--- config.mk ---
export PLATFORM = sky130hd
export DESIGN_NAME = con_eval_unit
export DESIGN_NICKNAME = d
export VERILOG_FILES = /design/src/rtl/con_eval_unit.sv
export SDC_FILE = /design/constraint.sdc
export NUM_CORES = 1
export LEC_CHECK = 0
export ABC_AREA = 1
export BUFFER_PORTS_ARGS = -buffer_cell sky130_fd_sc_hd__buf_2
export CAP_MARGIN = 20
export CORE_MARGIN = 5
export CORE_UTILIZATION = 47
export DETAILED_ROUTE_END_ITERATION = 7
export PLACE_DENSITY_LB_ADDON = 0.2
export SLEW_MARGIN = 20
export SYNTH_ARGS = -nofsm -noshare
export SYNTH_HDL_FRONTEND = slang
export SYNTH_SLANG_ARGS = --single-unit
--- constraint.sdc ---
create_clock -name clk -period 1.1 [get_ports clk]
set_input_delay 0.11 -clock clk [delete_from_list [all_inputs] [get_ports clk]]
set_output_delay 0.11 -clock clk [all_outputs]
set_load 0.02 [all_outputs]
--- src/rtl/con_eval_unit.sv ---
// rtl/con_eval_unit.sv - branch condition (CON) evaluation unit with take/valid handshake
// Optional statistics counters are compiled in with `define CON_STATS_EN.
module con_eval_unit #(
    parameter int DATA_WIDTH = 32,
    parameter int CNT_WIDTH  = 16
) (
    input  logic                  clk,
    input  logic                  clr,
    input  logic                  con_in,
    input  logic [2:0]            c2,
    input  logic [DATA_WIDTH-1:0] bus_mux_out,
    input  logic                  con_take,
    output logic                  con_out,
    output logic                  con_valid,
    output logic                  busy
`ifdef CON_STATS_EN
    ,
    output logic [CNT_WIDTH-1:0]  eval_cnt,
    output logic [CNT_WIDTH-1:0]  taken_cnt
`endif
);

    typedef enum logic [1:0] {
        ST_IDLE = 2'd0,
        ST_EVAL = 2'd1,
        ST_HOLD = 2'd2
    } state_t;

    generate
        if (DATA_WIDTH < 2 || DATA_WIDTH > 64 || CNT_WIDTH < 1) begin : g_bad_param
            $error("con_eval_unit: illegal DATA_WIDTH or CNT_WIDTH");
        end
    endgenerate

    state_t                  state_q;
    logic [DATA_WIDTH-1:0]   opnd_q;
    logic [2:0]              c2_q;
    logic                    con_out_q;
    logic                    con_valid_q;
    logic                    busy_q;
    logic                    cond_d;
    logic                    opnd_zero;
    logic                    opnd_sign;

    assign opnd_zero = (opnd_q == '0);
    assign opnd_sign = opnd_q[DATA_WIDTH-1];

    always_comb begin
        cond_d = 1'b0;
        case (c2_q)
            3'd0: cond_d = opnd_zero;
            3'd1: cond_d = !opnd_zero;
            3'd2: cond_d = !opnd_sign;
            3'd3: cond_d = opnd_sign;
            3'd4: cond_d = !opnd_sign && !opnd_zero;
            3'd5: cond_d = opnd_sign || opnd_zero;
            3'd6: cond_d = 1'b1;
            default: cond_d = 1'b0;
        endcase
    end

`ifdef CON_STATS_EN
    logic [CNT_WIDTH-1:0] eval_cnt_q;
    logic [CNT_WIDTH-1:0] taken_cnt_q;
    logic [CNT_WIDTH-1:0] eval_cnt_d;
    logic [CNT_WIDTH-1:0] taken_cnt_d;

    // Both counters saturate at all-ones rather than wrapping.
    always_comb begin
        eval_cnt_d  = eval_cnt_q;
        taken_cnt_d = taken_cnt_q;
        if (state_q == ST_EVAL) begin
            if (eval_cnt_q != '1) begin
                eval_cnt_d = eval_cnt_q + 1'b1;
            end
            if (cond_d && taken_cnt_q != '1) begin
                taken_cnt_d = taken_cnt_q + 1'b1;
            end
        end
    end

    always_ff @(posedge clk or posedge clr) begin
        if (clr) begin
            eval_cnt_q  <= '0;
            taken_cnt_q <= '0;
        end else begin
            eval_cnt_q  <= eval_cnt_d;
            taken_cnt_q <= taken_cnt_d;
        end
    end

    assign eval_cnt  = eval_cnt_q;
    assign taken_cnt = taken_cnt_q;
`endif

    // busy_q mirrors "next state is EVAL" so it is a registered copy of the state.
    always_ff @(posedge clk or posedge clr) begin
        if (clr) begin
            state_q     <= ST_IDLE;
            opnd_q      <= '0;
            c2_q        <= 3'd0;
            con_out_q   <= 1'b0;
            con_valid_q <= 1'b0;
            busy_q      <= 1'b0;
        end else begin
            case (state_q)
                ST_IDLE: begin
                    if (con_in) begin
                        opnd_q  <= bus_mux_out;
                        c2_q    <= c2;
                        state_q <= ST_EVAL;
                        busy_q  <= 1'b1;
                    end
                end
                ST_EVAL: begin
                    con_out_q   <= cond_d;
                    con_valid_q <= 1'b1;
                    state_q     <= ST_HOLD;
                    busy_q      <= 1'b0;
                end
                ST_HOLD: begin
                    if (con_in) begin
                        opnd_q      <= bus_mux_out;
                        c2_q        <= c2;
                        con_valid_q <= 1'b0;
                        state_q     <= ST_EVAL;
                        busy_q      <= 1'b1;
                    end else if (con_take) begin
                        con_valid_q <= 1'b0;
                        state_q     <= ST_IDLE;
                    end
                end
                default: begin
                    state_q     <= ST_IDLE;
                    con_valid_q <= 1'b0;
                    busy_q      <= 1'b0;
                end
            endcase
        end
    end

    assign con_out   = con_out_q;
    assign con_valid = con_valid_q;
    assign busy      = busy_q;

endmodule

==> qor.csv <==
stage;metric;value;unit
timing;setup_slack;-0.235;ns
grt;grt_pass1_vias;1534;
timing;tns;-0.460;ns
critical_path;path_max_fanout;3;
finish;num-nets-final;337;
critical_path;cp.required;1.29;ns
logic_synthesis;yosysMostFrequentCell;nand2_1;
routing;drt-initial-drc-count;69;
logic_synthesis;synth_area_per_cell;7.72;um^2
grt;grt_overflow;0;
clocking;clk_latency;0.29;ns
timing;fin_crit_sh;1.21;
power;power_density;1400;nW/um^2
finish;diodes;0;
clocking;htreeDepth;2;
critical_path;critPathLaunchType;flip-flop;
place;hpwlAfterDp;2610;um
finish;fin_util;0.697;
routing;num_vias;1631;
routing;routed_wl;4240;um
finish;seqCellArea;1000;um^2
clocking;numClockSinks;40;
place;portBuffers;41;
finish;fin_area;2570;um^2
timing;final_max_slew_viol_count;0;
die;die_x;72.0;um
routing;vias_per_cell;4.71;
grt;grt_use_total;0.153;
routing;drt_pass1_iterations;4;
finish;final-instance-count-excl-fill;346;
routing;post_drt_wl_per_cell;12.3;um
grt;grt_max_degree;41;
place;dpl.cell_count;329;
timing;clock_skew;0.00633;ns
logic_synthesis;netlist_instances;234;
die;initial_core_util;0.489;
logic_synthesis;synthDistinctLibCells;19;
place;place_area;2170;um^2
finish;layout-drive-gt1-share;0.413;
logic_synthesis;synthTopCellsByCount;94 x nand2_1, 40 x dfrtp_1, 27 x nor2_1;
logic_synthesis;synth_seq_cells;40;
grt;grt_pass1_wl;6180;um
logic_synthesis;seq_area_frac_synth;0.554;
hold_path;min_path_type;in2reg;
finish;area_growth;42.5;%
job;max_cap_viol_count;0;
die;rows;22;
critical_path;cp_slowest_stage_delay;0.42;ns
place;globalplace.congestion;0.849;
clocking;cts_buffer_depth;2;
timing;finalHoldViolCount;0;
routing;route.detailed.drc;0;
die;die_y;72.0;um
place;preCtsSetupSlack;-0.226;ns
grt;antenna_found_initial;0;
logic_synthesis;synthTopCellsByArea;dfrtp_1 55%, nand2_1 20%, nor2_1 5.6%;
run_status;violations;negative setup slack;
critical_path;timing.critical_path.cells;nor2_2 > nand4_1 > nor2_2 > nand2_2 > nand3_2 > nand2_1 > nor2_1 > nand2_1 > nand2_1 > nand2_1;
timing;rsz0062_at_grt;true;
critical_path;endpoint_kind;flip-flop;
clocking;clk_pin_slew;0.08;ns
timing;post-route-min-period;1.33;ns
timing;max_slew_margin;0.836;
finish;multiInputGateArea;820;um^2
die;io_pins;42;
die;core_area;3690;um^2
run_status;status;complete, but fails checks;
finish;nFillCells;319;
timing;setup_viol_count_final;18;
logic_synthesis;syn-num-nets;273;
clocking;cts_tree;done;
timing;holdWs;0.0146;ns
critical_path;crit_type;reg2reg;
routing;antenna_left;0;
clocking;cts-root-buf;clkbuf_8;
critical_path;crit_top_cell;nand2_1;
logic_synthesis;synth_edf_count;0;
logic_synthesis;synthArstFlopShare;1.00;
logic_synthesis;ys.flop_type;dfrtp_1;
critical_path;critPathSlowestCell;dfrtp_1;
critical_path;arrival;1.52;ns
timing;tightest_slew;0.244;ns
power;total_power;3.59;mW
clocking;cts_buffers;5;
logic_synthesis;ys_warn_count;0;
logic_synthesis;synth.top_cell.area_share;0.554;
logic_synthesis;netlist_area;1810;um^2
timing;fmax;749;MHz
power;power_leakage;1.36;nW
logic_synthesis;synth_top_cell_by_area;dfrtp_1;
power;ir_drop;0.985;mV
die;design.die.area;5180;um^2
state kept, by name (all words and copies together), names as in the netlist:
| name | cells |
|---|---|
| c2_q | 3 |
| busy | 1 |
| state_q | 2 |
| con_valid | 1 |
| opnd_q | 32 |
| con_out | 1 |
cell families (layout without fill, tap and decap cells):
kind of cell / after synthesis / count (layout) / share of synthesized area
flip-flops: 40 / 40 / 0.554
buffers and inverters: 32 / 96 / 0.0693
AND/OR/NAND/NOR: 140 / 140 / 0.313
AO/OA/AOI/OAI: 22 / 22 / 0.0631
critical path, delay by kind of cell, from the launching register on:
kind / cells / cell delay, ns
DFF: 1 / 0.42
and+or+nand+nor: 10 / 0.82
power breakdown:
group          total, mW  internal (mW)  switching, mW  leakage [nW]
registers           1.79           1.67          0.120         0.490
clock network      0.912          0.431          0.481        0.0410
logic              0.890          0.408          0.482         0.824
total               3.59           2.51           1.08          1.36
cell type report:
| cell class | instances | share of cell area |
|---|---|---|
| Tap cell | 48 | 0.0233 |
| Sequential cell | 40 | 0.389 |
| Clock inverter | 1 | 0.00195 |
| Multi-Input combinational cell | 162 | 0.319 |
| Clock buffer | 6 | 0.0282 |
| Timing Repair Buffer | 63 | 0.196 |
| Inverter | 26 | 0.0428 |
metal layers:
metal  up-vias  share of wire  track usage
li1        843              -            -
met1       754           0.46        0.193
met2        30           0.49        0.253
met3         4          0.044       0.0526
met4         0         0.0085       0.0397
met5         -              0            0
what timing repair did:
action / CTS / global route
hold buffers: 1 / 0
pin swaps: 6 / 16
hold endpoints to repair: 40 / 0
cloned: 0 / 5
setup buffers: 2 / 2
endpoints found under the setup margin: 16 / 13
gates resized for setup: 4 / 59
placed cells by master (no fill, tap or decap), types with 8 or more instances in the layout:
cell / synthesis / final
nand2_1: 94 / 68
buf_2: 4 / 41
dfrtp_1: 40 / 40
nor2_1: 27 / 23
nand2_2: 2 / 21
inv_1: 20 / 16
o21ai_0: 19 / 11
buf_4: 0 / 10
inv_2: 6 / 9
nand3_1: 9 / 8
worst paths after layout:
| path | start | cells past startpoint | endpoint | slack [ns] |
|---|---|---|---|---|
| max reg2reg | opnd_q[14] | 10 | con_out | -0.23 |
| max in group asynchronous | clr | 4 | opnd_q[2] | 0.50 |
| min in group asynchronous | clr | 4 | opnd_q[8] | 0.42 |
| min reg2reg | opnd_q[9] | 2 | opnd_q[9] | 0.48 |
| min | bus_mux_out[29] | 3 | opnd_q[29] | 0.01 |
| max | opnd_q[14] | 10 | con_out | -0.23 |
Power figures use the tool's default switching activity.
